**src/rtl/mmd_divider.sv**
```systemverilog
// rtl/mmd_divider.sv - multi-modulus divider with period counter; optional input clamp under M216A_MMD_CLAMP_EN
module mmd_divider (
   input  logic       clk,
   input  logic       rst_n,
   input  logic       en,
   input  logic [3:0] div_in,
   output logic       mod_adv,
   output logic       tc,
   output logic       div_out,
   output logic [3:0] ratio_q,
   output logic       range_err
);

   typedef enum logic {IDLE = 1'b0, RUN = 1'b1} state_t;

   state_t     state_q, state_d;
   logic [3:0] cnt_q, cnt_d;
   logic [3:0] ratio_d;
   logic       div_out_q, div_out_d;
   logic       tc_q, tc_d;
   logic       mod_adv_q, mod_adv_d;
   logic       load;
   logic [3:0] n_smp;

   // Number of cnt values in the low half of a period: cnt >= half means high.
   // A ratio of 0 stands for a 16-cycle period.
   function automatic logic [3:0] half_of(input logic [3:0] n);
      return (n == 4'd0) ? 4'd8 : {1'b0, n[3:1]};
   endfunction

`ifdef M216A_MMD_CLAMP_EN
   logic n_oor;
   logic range_err_q, range_err_d;

   // Clamp the sampled ratio into the supported range and flag any correction
   always_comb begin
      n_smp = div_in;
      n_oor = 1'b0;
      if (div_in < 4'd3) begin
         n_smp = 4'd3;
         n_oor = 1'b1;
      end else if (div_in > 4'd11) begin
         n_smp = 4'd11;
         n_oor = 1'b1;
      end
   end

   // Sticky out-of-range flag, set only when a clamped value is actually loaded
   always_comb begin
      range_err_d = range_err_q | (load & n_oor);
   end

   // Out-of-range flag register
   always_ff @(posedge clk or negedge rst_n) begin
      if (!rst_n) range_err_q <= 1'b0;
      else        range_err_q <= range_err_d;
   end

   assign range_err = range_err_q;
`else
   // Ratio passes through unmodified
   always_comb begin
      n_smp = div_in;
   end

   assign range_err = 1'b0;
`endif

   // Next-state, counter and registered-output decode
   always_comb begin
      state_d   = state_q;
      cnt_d     = cnt_q;
      ratio_d   = ratio_q;
      div_out_d = 1'b0;
      tc_d      = 1'b0;
      load      = 1'b0;
      case (state_q)
         IDLE: begin
            if (en) load = 1'b1;
         end
         RUN: begin
            if (!en) begin
               state_d = IDLE;
            end else if (cnt_q == 4'd0) begin
               load = 1'b1;
            end else begin
               cnt_d     = cnt_q - 4'd1;
               div_out_d = (cnt_d >= half_of(ratio_q));
               tc_d      = (cnt_d == 4'd0);
            end
         end
         default: state_d = IDLE;
      endcase
      // Starting a period (from IDLE or back-to-back) samples the new ratio
      if (load) begin
         state_d   = RUN;
         ratio_d   = n_smp;
         cnt_d     = n_smp - 4'd1;
         div_out_d = 1'b1;
         tc_d      = (n_smp == 4'd1);
      end
      mod_adv_d = tc_d;
   end

   // State and output registers
   always_ff @(posedge clk or negedge rst_n) begin
      if (!rst_n) begin
         state_q   <= IDLE;
         cnt_q     <= 4'd0;
         ratio_q   <= 4'd0;
         div_out_q <= 1'b0;
         tc_q      <= 1'b0;
         mod_adv_q <= 1'b0;
      end else begin
         state_q   <= state_d;
         cnt_q     <= cnt_d;
         ratio_q   <= ratio_d;
         div_out_q <= div_out_d;
         tc_q      <= tc_d;
         mod_adv_q <= mod_adv_d;
      end
   end

   assign div_out = div_out_q;
   assign tc      = tc_q;
   assign mod_adv = mod_adv_q;

endmodule

```
**config.mk**
```make
export PLATFORM = sky130hd
export DESIGN_NAME = mmd_divider
export DESIGN_NICKNAME = d
export VERILOG_FILES = /design/src/rtl/mmd_divider.sv
export SDC_FILE = /design/constraint.sdc
export NUM_CORES = 1
export LEC_CHECK = 0
export BUFFER_PORTS_ARGS = -buffer_cell sky130_fd_sc_hd__buf_2
export CAP_MARGIN = 30
export CELL_PAD_IN_SITES_DETAIL_PLACEMENT = 1
export CELL_PAD_IN_SITES_GLOBAL_PLACEMENT = 2
export CORE_MARGIN = 4
export CORE_UTILIZATION = 25
export DETAILED_ROUTE_END_ITERATION = 16
export PLACE_DENSITY_LB_ADDON = 0.1
export RECOVER_POWER = 100
export SLEW_MARGIN = 25
export SYNTH_ARGS = -nofsm -noshare
export SYNTH_HDL_FRONTEND = slang
export SYNTH_SLANG_ARGS = --single-unit
```
**constraint.sdc**
```tcl
create_clock -name clk -period 2.86 [get_ports clk]
set_input_delay 0.572 -clock clk [delete_from_list [all_inputs] [get_ports clk]]
set_output_delay 0.572 -clock clk [all_outputs]
set_load 0.02 [all_outputs]
```
==> summary.md <==
| Metric | Value |
|---|---|
| Status | `completed` |
| Detailed placement HPWL | `1470 microns` |
| Crit-path slowest cell | `o21ai_0` |
| Worst slack, placed | `roughly 870 ps` |
| Final setup viols | `0` |
| Synth warnings | `0` |
| Layout Skew | `a little under 6 ps` |
| WL final | `1890 microns` |
| FP Rows | `19` |
| Die area | `4060 sq um` |
| Ports | `15` |
| RSZ-0062 raised after global routing | `false` |
| Seq cells post-synth | `11` |
| Core Area | `approximately 2900 sq um` |
| Syn_area_per_cell | `10.5 sq um` |
| Routability cong. | `just over 0.7` |
| Die Y-Extent | `approximately 64 microns` |
| Antenna cell count | `0` |
| Total power | `about 660 uW` |
| CTS tree | `yes` |
| Initial Util | `approximately 27%` |
| Root buffer cell | `clkbuf_4` |
| Final nets | `102` |
| Clock tree buffer depth | `2` |
| GRT overflow | `0` |
| Leak pwr | `approximately 0.37 nW` |
| Antenna violations before repair | `0` |
| Count leader, synth | `dfrtp_1` |
| WS Path Type | `register to register` |
| Fin. Hold Viols | `0` |
| Via Count | `571` |
| Total global-route track usage | `approximately a tenth` |
| Syn Inst Count | `74` |
| Final TNS setup | `0 ps` |
| Post-layout min period | `about 2200 ps` |
| Least-Margin Pin Slew | `852 ps` |
| WP buf/inv | `1` |
| CP peak stage delay | `around 670 ps` |
| Layout fillers | `343` |
| Hold Path Class | `primary input to async pin` |
| Max-cap violations | `0` |
| Layout cell share with drive strength beyond 1 | `roughly a tenth` |
| Inserted Clock Buffers | `3` |
| Sink Count | `11` |
| DIE WIDTH | `approximately 64 microns` |
| Fmax | `between 0.4 and 0.5 GHz` |
| Crit path DAT | `roughly 2400 ps` |
| Global-route wire length before repair | `between 3000 and 4000 microns` |
| Post-Syn Nets | `between 80 and 90` |
| IO Port Bufs | `13` |
| Synth cell types | `34` |
| Sequential share of the synthesized area | `35.5%` |
| Final Core Density | `between 20% and 30%` |
| Crit Path Max Fanout | `6` |
| Final Worst Setup Slack | `roughly 620 ps` |
| Synth Cell Area | `approximately 780 sq um` |
| Slew HR | `between 40% and 50%` |
| Pwr dens | `between 800 and 900 nW/um^2` |
| H-tree levels | `1` |
| Worst vdd ir | `about 0.00022 V` |
| Resized cells post-CTS | `0` |
| Worst-path cell chain | `inv_1 > ha_1 > nand2b_2 > o21ai_0 > nand2_4 > mux2_1` |
| Yosys top cell area share | `35.5%` |
| Setup crit start kind | `register` |
| Final clock period utilization by the worst path | `between 70% and 80%` |
| Clk_lat worst skew | `280 ps` |
| Drt initial violations | `18` |
| Routed vias/inst | `around 5` |
| Slew Limit Fails | `0` |
| Post-synth EDFFs | `0` |
| Ys flop type | `dfrtp_1` |
| Postcts setup bufs | `0` |
| Vias in the first global route | `between 600 and 700` |
| Crit path max-delay family | `compound AO/OA/AOI/OAI gates` |
| Top cells by count, synth | `11 x dfrtp_1, 8 x ha_1, 8 x inv_1` |
| Largest cells by area after synthesis | `dfrtp_1 35%, ha_1 13%, mux2_4 7.7%` |
| Reg clk slew, reported paths | `around 80 ps` |
| FFs w/ async S/R, synth | `100%` |
| DRC violations left | `0` |
| WL per Instance | `between 15 and 20 microns` |
| Worst Path Required | `roughly 3000 ps` |
| Largest net degree at the start of global routing | `13` |
| Setup crit end kind | `register` |
| Pre-antenna DRT Iters | `2` |
| Routed Antenna Nets | `0` |
| Area Growth Syn to Fin | `6.77%` |
| Hold_buf cts | `0` |
| Post-synth top area cell | `dfrtp_1` |
-- metrics by stage --
stage | hold WS, ps | instances | area [sq um]
2_1_floorplan | 276 | 74 | 776
3_3_place_gp | 475 | 113 | 846
3_5_place_dp | 470 | 113 | 846
4_1_cts | 167 | 117 | 872
5_1_grt | 354 | 117 | 828
6_report | 289 | 117 | 828
-- layer usage --
layer	vias to the layer above	part of all wire (%)	global-route usage (%)	wire [microns]
met2	9	47	16.2	885
met4	0	1.4	4.85	26
met5	-	0	0	0
met1	276	48	13.6	905
met3	4	3.9	2.49	74
li1	282	-	-	-
-- final timing paths --
path                             from         end  slack [ps]  cells after the start
max reg2reg                  cnt_q[0]  ratio_q[2]         620                      6
min reg2reg                ratio_q[0]  ratio_q[0]         540                      1
max                          cnt_q[0]  ratio_q[2]         620                      6
max in group asynchronous       rst_n     state_q        2150                      1
min                             rst_n  ratio_q[2]         290                      1
min in group clk            div_in[1]  ratio_q[1]         540                      2
-- power breakdown --
part	internal, mW	switching, mW	total [mW]
clock	0.0541	0.0589	0.113
sequential	0.198	0.0541	0.252
combinational	0.127	0.171	0.298
-- cells by family after synthesis --
logic type                 synth area share [%]
xor gates and xnor gates                   4.52
and+or+nand+nor                            12.3
muxes                                      10.5
other                                     0.483
AOI/OAI and AO/OA                          15.6
DFF                                        35.5
buffers and inverters                      8.23
adders and majority gates                  12.9
-- worst reg2reg max path: stages (launching register included) --
cell	delay [ps]
dfrtp_1	440
inv_1	110
ha_1	320
nand2b_2	90
o21ai_0	670
nand2_4	140
mux2_1	350
-- final cells by class --
class | count | area [sq um] | share of cell area (%)
multi-input combinational | 50 | 405 | 48.9
sequential | 11 | 275 | 33.2
timing repair buffer | 13 | 52.6 | 6.34
tap | 31 | 38.8 | 4.68
inverter | 8 | 30.0 | 3.63
clock buffer | 4 | 26.3 | 3.17
-- state kept, by name (all words and copies together) (netlist names) --
| signal | cells |
|---|---|
| state_q | 1 |
| div_out | 1 |
| cnt_q | 4 |
| mod_adv | 1 |
| ratio_q | 4 |
-- placed cells by master (no fill, tap or decap) --
| cell type | netlist | final |
|---|---|---|
| a2111oi_0 | 1 | 1 |
| a21boi_0 | 1 | 1 |
| a21o_1 | 1 | 1 |
| a21oi_1 | 2 | 2 |
| buf_2 | 0 | 3 |
| clkbuf_1 | 2 | 11 |
| clkbuf_4 | 0 | 3 |
| conb_1 | 1 | 1 |
| dfrtp_1 | 11 | 11 |
| ha_1 | 8 | 8 |
| inv_1 | 8 | 8 |
| mux2_1 | 0 | 5 |
| mux2i_1 | 1 | 1 |
| nand2_1 | 1 | 1 |
| nand2_4 | 1 | 1 |
| nand2b_1 | 2 | 2 |
| nand2b_2 | 0 | 1 |
| nand3_1 | 2 | 2 |
| nand3b_1 | 1 | 1 |
| nand4_1 | 1 | 1 |
| nor2_1 | 2 | 2 |
| nor3_1 | 3 | 3 |
| o211ai_1 | 1 | 1 |
| o21a_1 | 2 | 2 |
| o21ai_0 | 3 | 4 |
| o221ai_1 | 1 | 1 |
| o2bb2ai_1 | 1 | 1 |
| o31ai_1 | 1 | 1 |
| o41ai_1 | 1 | 1 |
| or4_1 | 1 | 1 |
| xnor2_1 | 2 | 2 |
| xor2_1 | 2 | 2 |
Note: power is estimated with default switching activity, not from simulation.
